===== src/rtl/circular_dma_pkg.sv =====
//------------------------------------------------------------------------------
// Module  : circular_dma_pkg
// Purpose : Shared packer state encoding and lane-geometry helpers.
// Revision: 1.0 - initial release
//------------------------------------------------------------------------------
`default_nettype none

package circular_dma_pkg;

    localparam int C_DEF_AXIS_WIDTH = 64;

    typedef enum logic [1:0] {
        ST_IDLE    = 2'd0,
        ST_PACK    = 2'd1,
        ST_DISCARD = 2'd2
    } pack_state_e;

    function automatic int lanes_of(input int width);
        return width / 8;
    endfunction

    function automatic int idx_width_of(input int width);
        return $clog2(width / 8);
    endfunction

endpackage

`default_nettype wire


===== src/rtl/circular_dma_skid.sv =====
//------------------------------------------------------------------------------
// Module  : circular_dma_skid
// Purpose : Two-entry AXIS output buffer (data + tlast) with registered not-full.
// Revision: 1.0 - initial release
//------------------------------------------------------------------------------
`default_nettype none

module circular_dma_skid #(
    parameter int C_WIDTH = 64
) (
    input  logic               clk,
    input  logic               rst,
    input  logic               push_i,
    input  logic [C_WIDTH-1:0] push_data_i,
    input  logic               push_last_i,
    output logic               not_full_o,
    output logic [C_WIDTH-1:0] m_tdata_o,
    output logic               m_tlast_o,
    output logic               m_tvalid_o,
    input  logic               m_tready_i
);

    logic [C_WIDTH:0] mem_q [2];
    logic             wr_ptr_q;
    logic             rd_ptr_q;
    logic [1:0]       count_q;
    logic [1:0]       count_d;
    logic             not_full_q;
    logic             w_pop;

    assign w_pop   = m_tvalid_o & m_tready_i;
    assign count_d = count_q + {1'b0, push_i} - {1'b0, w_pop};

    // not_full is precomputed from the next occupancy so the upstream ready
    // never depends combinationally on m_tready.
    always_ff @(posedge clk or posedge rst) begin
        if (rst) begin
            for (int i = 0; i < 2; i++) begin
                mem_q[i] <= '0;
            end
            wr_ptr_q   <= 1'b0;
            rd_ptr_q   <= 1'b0;
            count_q    <= 2'd0;
            not_full_q <= 1'b1;
        end else begin
            if (push_i) begin
                mem_q[wr_ptr_q] <= {push_last_i, push_data_i};
                wr_ptr_q        <= ~wr_ptr_q;
            end
            if (w_pop) begin
                rd_ptr_q <= ~rd_ptr_q;
            end
            count_q    <= count_d;
            not_full_q <= (count_d != 2'd2);
        end
    end

    assign not_full_o = not_full_q;
    assign m_tdata_o  = mem_q[rd_ptr_q][C_WIDTH-1:0];
    assign m_tlast_o  = mem_q[rd_ptr_q][C_WIDTH];
    assign m_tvalid_o = (count_q != 2'd0);

endmodule

`default_nettype wire


===== src/rtl/circular_dma_packer.sv =====
//------------------------------------------------------------------------------
// Module  : circular_dma_packer
// Purpose : Packs a byte AXIS message stream into padded wide beats for S2MM.
// Revision: 1.0 - initial release
//------------------------------------------------------------------------------
`default_nettype none

module circular_dma_packer
    import circular_dma_pkg::*;
#(
    parameter int         C_AXIS_WIDTH    = C_DEF_AXIS_WIDTH,
    parameter int         C_MAX_MSG_WORDS = 256,
    parameter logic [7:0] C_PAD_BYTE      = 8'h00
) (
    input  logic                    clk,
    input  logic                    rst,
    input  logic                    enable,
    input  logic                    clear_stats,
    output logic [31:0]             msg_count,
    output logic [31:0]             byte_count,
    output logic                    truncated,
    input  logic [7:0]              s_axis_tdata,
    input  logic                    s_axis_tlast,
    input  logic                    s_axis_tvalid,
    output logic                    s_axis_tready,
    output logic [C_AXIS_WIDTH-1:0] m_axis_tdata,
    output logic                    m_axis_tlast,
    output logic                    m_axis_tvalid,
    input  logic                    m_axis_tready
);

    localparam int              LANES    = lanes_of(C_AXIS_WIDTH);
    localparam int              IDX_W    = idx_width_of(C_AXIS_WIDTH);
    localparam int              WC_W     = $clog2(C_MAX_MSG_WORDS + 1);
    localparam logic [IDX_W-1:0] IDX_LAST = IDX_W'(LANES - 1);
    localparam logic [WC_W-1:0]  WC_LAST  = WC_W'(C_MAX_MSG_WORDS - 1);

    pack_state_e             state_q, state_d;
    logic [IDX_W-1:0]        idx_q, idx_d;
    logic [WC_W-1:0]         wc_q, wc_d;
    logic [C_AXIS_WIDTH-1:0] acc_q, acc_d;
    logic [31:0]             msg_count_q, byte_count_q;
    logic                    truncated_q;

    logic                    w_buf_not_full;
    logic                    w_accept;
    logic                    w_push;
    logic                    w_push_last;
    logic                    w_set_trunc;
    logic [C_AXIS_WIDTH-1:0] w_beat;

    assign s_axis_tready = ((state_q == ST_PACK) & w_buf_not_full) | (state_q == ST_DISCARD);
    assign w_accept      = s_axis_tvalid & s_axis_tready;

    // Lanes below idx come from the accumulator, the current byte lands at idx,
    // everything above is padding (only visible on a completing beat).
    always_comb begin
        w_beat = '0;
        for (int k = 0; k < LANES; k++) begin
            if (IDX_W'(k) < idx_q) begin
                w_beat[8*k +: 8] = acc_q[8*k +: 8];
            end else if (IDX_W'(k) == idx_q) begin
                w_beat[8*k +: 8] = s_axis_tdata;
            end else begin
                w_beat[8*k +: 8] = C_PAD_BYTE;
            end
        end
    end

    always_comb begin
        state_d     = state_q;
        idx_d       = idx_q;
        wc_d        = wc_q;
        acc_d       = acc_q;
        w_push      = 1'b0;
        w_push_last = 1'b0;
        w_set_trunc = 1'b0;
        case (state_q)
            ST_IDLE: begin
                if (enable) begin
                    state_d = ST_PACK;
                    idx_d   = '0;
                    wc_d    = '0;
                end
            end
            ST_PACK: begin
                if (w_accept) begin
                    for (int k = 0; k < LANES; k++) begin
                        if (IDX_W'(k) == idx_q) begin
                            acc_d[8*k +: 8] = s_axis_tdata;
                        end
                    end
                    if ((idx_q == IDX_LAST) || s_axis_tlast) begin
                        w_push      = 1'b1;
                        w_push_last = s_axis_tlast | (wc_q == WC_LAST);
                        idx_d       = '0;
                        wc_d        = wc_q + 1'b1;
                        if (s_axis_tlast) begin
                            wc_d    = '0;
                            state_d = enable ? ST_PACK : ST_IDLE;
                        end else if (wc_q == WC_LAST) begin
                            wc_d        = '0;
                            w_set_trunc = 1'b1;
                            state_d     = ST_DISCARD;
                        end
                    end else begin
                        idx_d = idx_q + 1'b1;
                    end
                end
            end
            ST_DISCARD: begin
                if (w_accept && s_axis_tlast) begin
                    state_d = enable ? ST_PACK : ST_IDLE;
                    idx_d   = '0;
                    wc_d    = '0;
                end
            end
            default: state_d = ST_IDLE;
        endcase
    end

    always_ff @(posedge clk or posedge rst) begin
        if (rst) begin
            state_q <= ST_IDLE;
            idx_q   <= '0;
            wc_q    <= '0;
            acc_q   <= '0;
        end else begin
            state_q <= state_d;
            idx_q   <= idx_d;
            wc_q    <= wc_d;
            acc_q   <= acc_d;
        end
    end

    // A clear in the same cycle as an increment takes priority.
    always_ff @(posedge clk or posedge rst) begin
        if (rst) begin
            msg_count_q  <= '0;
            byte_count_q <= '0;
            truncated_q  <= 1'b0;
        end else if (clear_stats) begin
            msg_count_q  <= '0;
            byte_count_q <= '0;
            truncated_q  <= 1'b0;
        end else begin
            if (w_accept && (state_q == ST_PACK)) begin
                byte_count_q <= byte_count_q + 32'd1;
            end
            if (m_axis_tvalid && m_axis_tready && m_axis_tlast) begin
                msg_count_q <= msg_count_q + 32'd1;
            end
            if (w_set_trunc) begin
                truncated_q <= 1'b1;
            end
        end
    end

    assign msg_count  = msg_count_q;
    assign byte_count = byte_count_q;
    assign truncated  = truncated_q;

    circular_dma_skid #(
        .C_WIDTH (C_AXIS_WIDTH)
    ) u_skid (
        .clk         (clk),
        .rst         (rst),
        .push_i      (w_push),
        .push_data_i (w_beat),
        .push_last_i (w_push_last),
        .not_full_o  (w_buf_not_full),
        .m_tdata_o   (m_axis_tdata),
        .m_tlast_o   (m_axis_tlast),
        .m_tvalid_o  (m_axis_tvalid),
        .m_tready_i  (m_axis_tready)
    );

endmodule

`default_nettype wire

===== config.mk =====
export PLATFORM = sky130hd
export DESIGN_NAME = circular_dma_packer
export DESIGN_NICKNAME = d
export VERILOG_FILES = /design/src/rtl/circular_dma_pkg.sv /design/src/rtl/circular_dma_skid.sv /design/src/rtl/circular_dma_packer.sv
export SDC_FILE = /design/constraint.sdc
export NUM_CORES = 1
export LEC_CHECK = 0
export BUFFER_PORTS_ARGS = -buffer_cell sky130_fd_sc_hd__buf_2
export CAP_MARGIN = 20
export CORE_ASPECT_RATIO = 1.2
export CORE_MARGIN = 2
export CORE_UTILIZATION = 45
export DETAILED_ROUTE_END_ITERATION = 7
export GPL_ROUTABILITY_DRIVEN = 0
export SLEW_MARGIN = 25
export SYNTH_ARGS = -nofsm -noshare
export SYNTH_HDL_FRONTEND = slang
export SYNTH_SLANG_ARGS = --single-unit

===== constraint.sdc =====
create_clock -name clk -period 8.6 [get_ports clk]
set_input_delay 0.43 -clock clk [delete_from_list [all_inputs] [get_ports clk]]
set_output_delay 0.43 -clock clk [all_outputs]
set_load 0.05 [all_outputs]

# Word level (Yosys, flattened, before mapping)
# Index checks and enable logic that the tools add are counted.
# totals
ff_bits	278
word_cells	146
# op_classes
n_addsub	6
magnitude_cmp	11
n_eq_ne	17
mux	59
bitwise	9
n_reduce_logical	24
# ops
operator	count
$mux 65	4
$bwmux 130	1
$mux 32	4
$mux 8	16
$demux 65 s1	1
$add 32x1->32 const B	2
$mux 9	6
$pmux 9 s3	1
$reduce_and 3->1	8
$mux 1	14
$eq 3x3->1 const A	4
$lt 3x3->1 const A	4
$mux 2	6
$mux 3	4
$reduce_and 5->1	2
$add 9x1->9 const B	1
$eq 9x8->1 const B	1
$pmux 3 s3	1
$reduce_bool 2->1	4
$eq 2x3->1 const A	2
$lt 1x3->1 const A	2
$lt 2x3->1 const A	2
$ne 2x2->1 const B	3
$pmux 2 s3	1
other kinds (21)	32

# Longest topological paths before layout
# logic_depth
word_depth	9
ltp_mapped	11

# Hierarchy
# A second synthesis with hierarchy kept.
# unflattened
cells_unflattened	1169
area_unflattened_um2	13198.9
# modules_own_cells
module	n_inst	cells_per_inst	area_per_inst_um2	seq_area_each_um2
circular_dma_packer	1	802	7338.3	3378.2
circular_dma_skid	1	367	5860.6	3379.5

# Worst setup path before layout
# No wires, ideal clock.
# synth_path
path_type	reg2reg
startpoint	register msg_count_q[0] (netlist: msg_count[0])
endpoint	register msg_count_q[30] (netlist: msg_count[30])
setup_time_ns	0.125
arrival_time_ns	2.218
required_ns	8.475
path_slack_ns	6.257
stages_incl_launch_ff	8
path_buffers	1
synth_period_minus_slack_ns	2.343
path_cell_list	dfrtp_1 -> ha_1 -> nand4_1 -> or4_1 -> clkbuf_1 -> nor3_2 -> nand3_1 -> mux2_2
# synth_via
elab_chain_len	3
# synth_lines
item	line_no	rtl
from (decl)	circular_dma_packer.sv:42	logic [31:0] msg_count_q, byte_count_q;
from (signal assigned)	circular_dma_packer.sv:151	msg_count_q <= msg_count_q + 32'd1;
$add 32x1->32	circular_dma_packer.sv:151	
$mux 32	circular_dma_packer.sv:150	if (m_axis_tvalid && m_axis_tready && m_axis_tlast) begin
$mux 32	circular_dma_packer.sv:142	end else if (clear_stats) begin
# Every way passes these cells. The select of a mux whose other input is x is not followed.
# A chain may end at the register's enable or synchronous reset.

# Final worst setup path
# layout_path
startpoint	register idx_q[2]
endpoint	register u_skid.mem_q[49] (netlist bit)
# layout_via
elab_chain_len	5
# layout_lines
item	line_no	rtl
from (decl)	circular_dma_packer.sv:39	logic [IDX_W-1:0] idx_q, idx_d;
from (signal assigned)	circular_dma_packer.sv:130	idx_q <= idx_d;
$eq 3x3->1	circular_dma_packer.sv:93	if ((idx_q == IDX_LAST) || s_axis_tlast) begin
$logic_or 1x1->1	circular_dma_packer.sv:93	
$mux 1	circular_dma_packer.sv:93	
$mux 1	circular_dma_packer.sv:87	if (w_accept) begin
$mux 1	circular_dma_packer.sv:78	case (state_q)
to (signal, indexed assignment)	circular_dma_skid.sv:47	mem_q[wr_ptr_q] <= {push_last_i, push_data_i};
to (decl)	circular_dma_skid.sv:23	logic [C_WIDTH:0] mem_q [2];
# Several ways; a longest one is shown, not always the timed one.

==> impl_results.md <==
* Syn. warnings at 0
* Startpoint type of the worst setup path: flip-flop
* Post-synth EDFFs at 0
* Avg Vias per Cell at 5.39
* CTS buffer count at 28
* DP Worst Slack at 5.68 ns
* Average routed wire per standard cell at 17.1 um
* Worst-path clk slew at 0.06 ns
* HP Class: input pin to async pin
* Initial core utilization at 0.456
* Status: completed
* Met3 usage at 0.0440
* Met1 Use GR at 0.267
* Main synth FF type: dfrtp_1
* CP Max Fanout at 67
* Ys async rst share at 1.00
* DR pass1 iterations at 5
* Worst Clk Skew at 0.0185 ns
* Crit Path Class: flip-flop to flip-flop
* DRT iter0 DRCs at 356
* Final hold vios at 0
* Maximum number of pins on one net before global-route repair at around 120
* Setup TNS at 0 ns
* Final slew viol count at 0
* Synth cell count leaders: 269 x dfrtp_1, 176 x nand2_1, 147 x o21ai_0
* Seq pwr share at 0.407
* Die width at 155 um
* Worst IR Drop VDD at 143 uV
* Post CTS Setup Buffer Count at 0
* Layout area overhead at 16.0%
* Required time worst endpoint at 8.98 ns
* Clock power share at 0.315
* DIE HEIGHT at between 150 and 200 um
* Final #Nets at 1314
* RSZ-0062 raised after global routing: no
* DRC viols at 0
* Crit end category: flip-flop
* Vias in the first global route at 8738
* Post-synthesis sequential area ratio at 0.549
* Min Tclk post-route at approximately 2.9 ns
* Setup ws final at 5.67 ns
* DPL Wire Length at between 15 and 20 mm
* NetSw at 1430 uW
* Layout cells sized above 1 at 0.258
* GRT met2 Usage at 0.336
* # rows at 66
* Switching part of the total at 0.348
* CTS Hold Buffers Added at 0
* Clock root cell: clkbuf_16
* H-tree Lvls at 1
* Number of distinct library cells after synthesis at 43
* I/O pins at 147
* DRT Wirelength at between 20 and 30 mm
* Most common cell in the netlist: dfrtp_1
* Synth area leaders: dfrtp_1 55%, mux2_2 11%, o21ai_0 6.0%
* I/O Buffers at 146
* Antenna violations before repair at 1
* Core Footprint at 27000 um^2
* GR Util All Layers at 0.199
* Die ar. at between 20000 and 30000 um^2
* Synth area leader: dfrtp_1
* Post_cts resized at 0
* Leak at roughly 0.0069 uW
* Via count at roughly 8900
* N_diodes at 0
* Clock sinks at between 200 and 300
* Max Buffers Root-to-Sink at 3
* Pint at 2670 uW
* FF+latch count, synth at 270
* Combinational fraction of design power at 0.278
* MaxCap Viol Count at 0
* Cell count after synthesis at 1180
* Gr ovfl total at 0
* WP data arrival at 3.31 ns
* Avg Cell Area, Syn at 10.4 um^2
* CTS tree: built
* Post-DRT Antenna Nets at 0
* Clk_lat worst skew at 0.54 ns
* Fin util at 0.529
* Final Setup Violations at 0
* GRT busiest layer: met2
* Relative slew slack at 0.350
* Max Freq at roughly 340 MHz
* Worst-margin pin slew at 0.975 ns
* Area share of the largest cell type after synthesis at 0.547
* Final period util at 0.341
* Syn nets at 1204
* First-pass GRT wire length at roughly 46 mm
* Pwr dens at between 200 and 300 nW/um^2
* Mapped Area at 12300 um^2
-- layer usage --
layer	up-vias	wire, um
met5	-	13
met4	2	340
met3	26	1590
met2	176	13900
met1	4368	12400
li1	4333	-
-- layout make-up --
type	instances	area [um^2]
well taps	340	425
flip-flops and latches	270	6760
clock buffers	36	792
inverters	11	48.8
fillers	2489	12700
repair buffers	153	800
clock inverters	16	200
multi-input cells	826	5250
-- flip-flops by register name (all words and copies together), names as in the netlist --
signal and count:
u_skid.mem_q 130, acc_q 56, byte_count 32, msg_count 32
wc_q 9, idx_q 3, state_q 2, u_skid.count_q 2
truncated 1, u_skid.not_full_o 1, u_skid.rd_ptr_q 1, u_skid.wr_ptr_q 1
-- logic make-up (layout without fill, tap and decap cells) --
kind of cell	after synthesis	count (layout)	synth area share
and+or+nand+nor	406	406	0.159
DFF	270	270	0.549
AOI/OAI and AO/OA	227	227	0.101
muxes	122	122	0.112
buffers and inverters	84	216	0.0258
xor gates and xnor gates	62	62	0.0441
adders and majority gates	9	9	0.00915
-- per-stage QoR --
step / total power (uW) / instance area (um^2) / instances / hold WS, ns
final: 4100 / 14300 / 1652 / 0.0424
after global routing: 4330 / 14300 / 1652 / 0.128
after CTS: 4150 / 14200 / 1651 / 0.105
after detailed placement: 2850 / 13300 / 1599 / 0.464
after global placement: 2820 / 13300 / 1599 / 0.456
after floorplan: 2570 / 12300 / 1180 / 0.444
-- worst paths after layout --
kind / endpoint / start / slack [ns] / cells after the start
setup reg to reg: u_skid.mem_q[49] / idx_q[2] / 5.67 / 7
setup / recovery: u_skid.mem_q[49] / idx_q[2] / 5.67 / 7
hold reg to reg: u_skid.mem_q[38] / u_skid.mem_q[38] / 0.47 / 2
hold / removal: byte_count[11] / rst / 0.04 / 2
max in group asynchronous: u_skid.not_full_o / rst / 7.22 / 4
min in group clk: truncated / s_axis_tlast / 0.34 / 4
-- power by group through the flow --
stage	logic (uW)	clock network, uW	registers (uW)
3_3_place_gp	1150	0	1680
5_1_grt	1250	1380	1700
2_1_floorplan	910	0	1660
3_5_place_dp	1160	0	1690
4_1_cts	1160	1320	1670
6_report	1140	1290	1670
-- worst max-delay path, cell delays in order, from the launching register on --
cell     delay, ns
dfrtp_1       0.75
ha_1          0.53
nor2_1        0.15
nor2_1        0.23
nand2_4       0.37
buf_4         0.46
nand2_1       0.12
o21ai_0       0.09
-- cells in the final DEF, fill, tap and decap left out, types with 23 or more instances in the layout --
cell type | netlist | routed
dfrtp_1 | 269 | 268
nand2_1 | 176 | 175
o21ai_0 | 147 | 147
buf_2 | 2 | 146
mux2_2 | 121 | 121
nor2_1 | 73 | 73
xor2_1 | 48 | 48
and3_1 | 42 | 42
a21oi_1 | 37 | 37
nand3_1 | 34 | 34
a22oi_1 | 32 | 32
clkbuf_16 | 0 | 29
nand4_1 | 23 | 23
(Power assumes the default switching activity.)
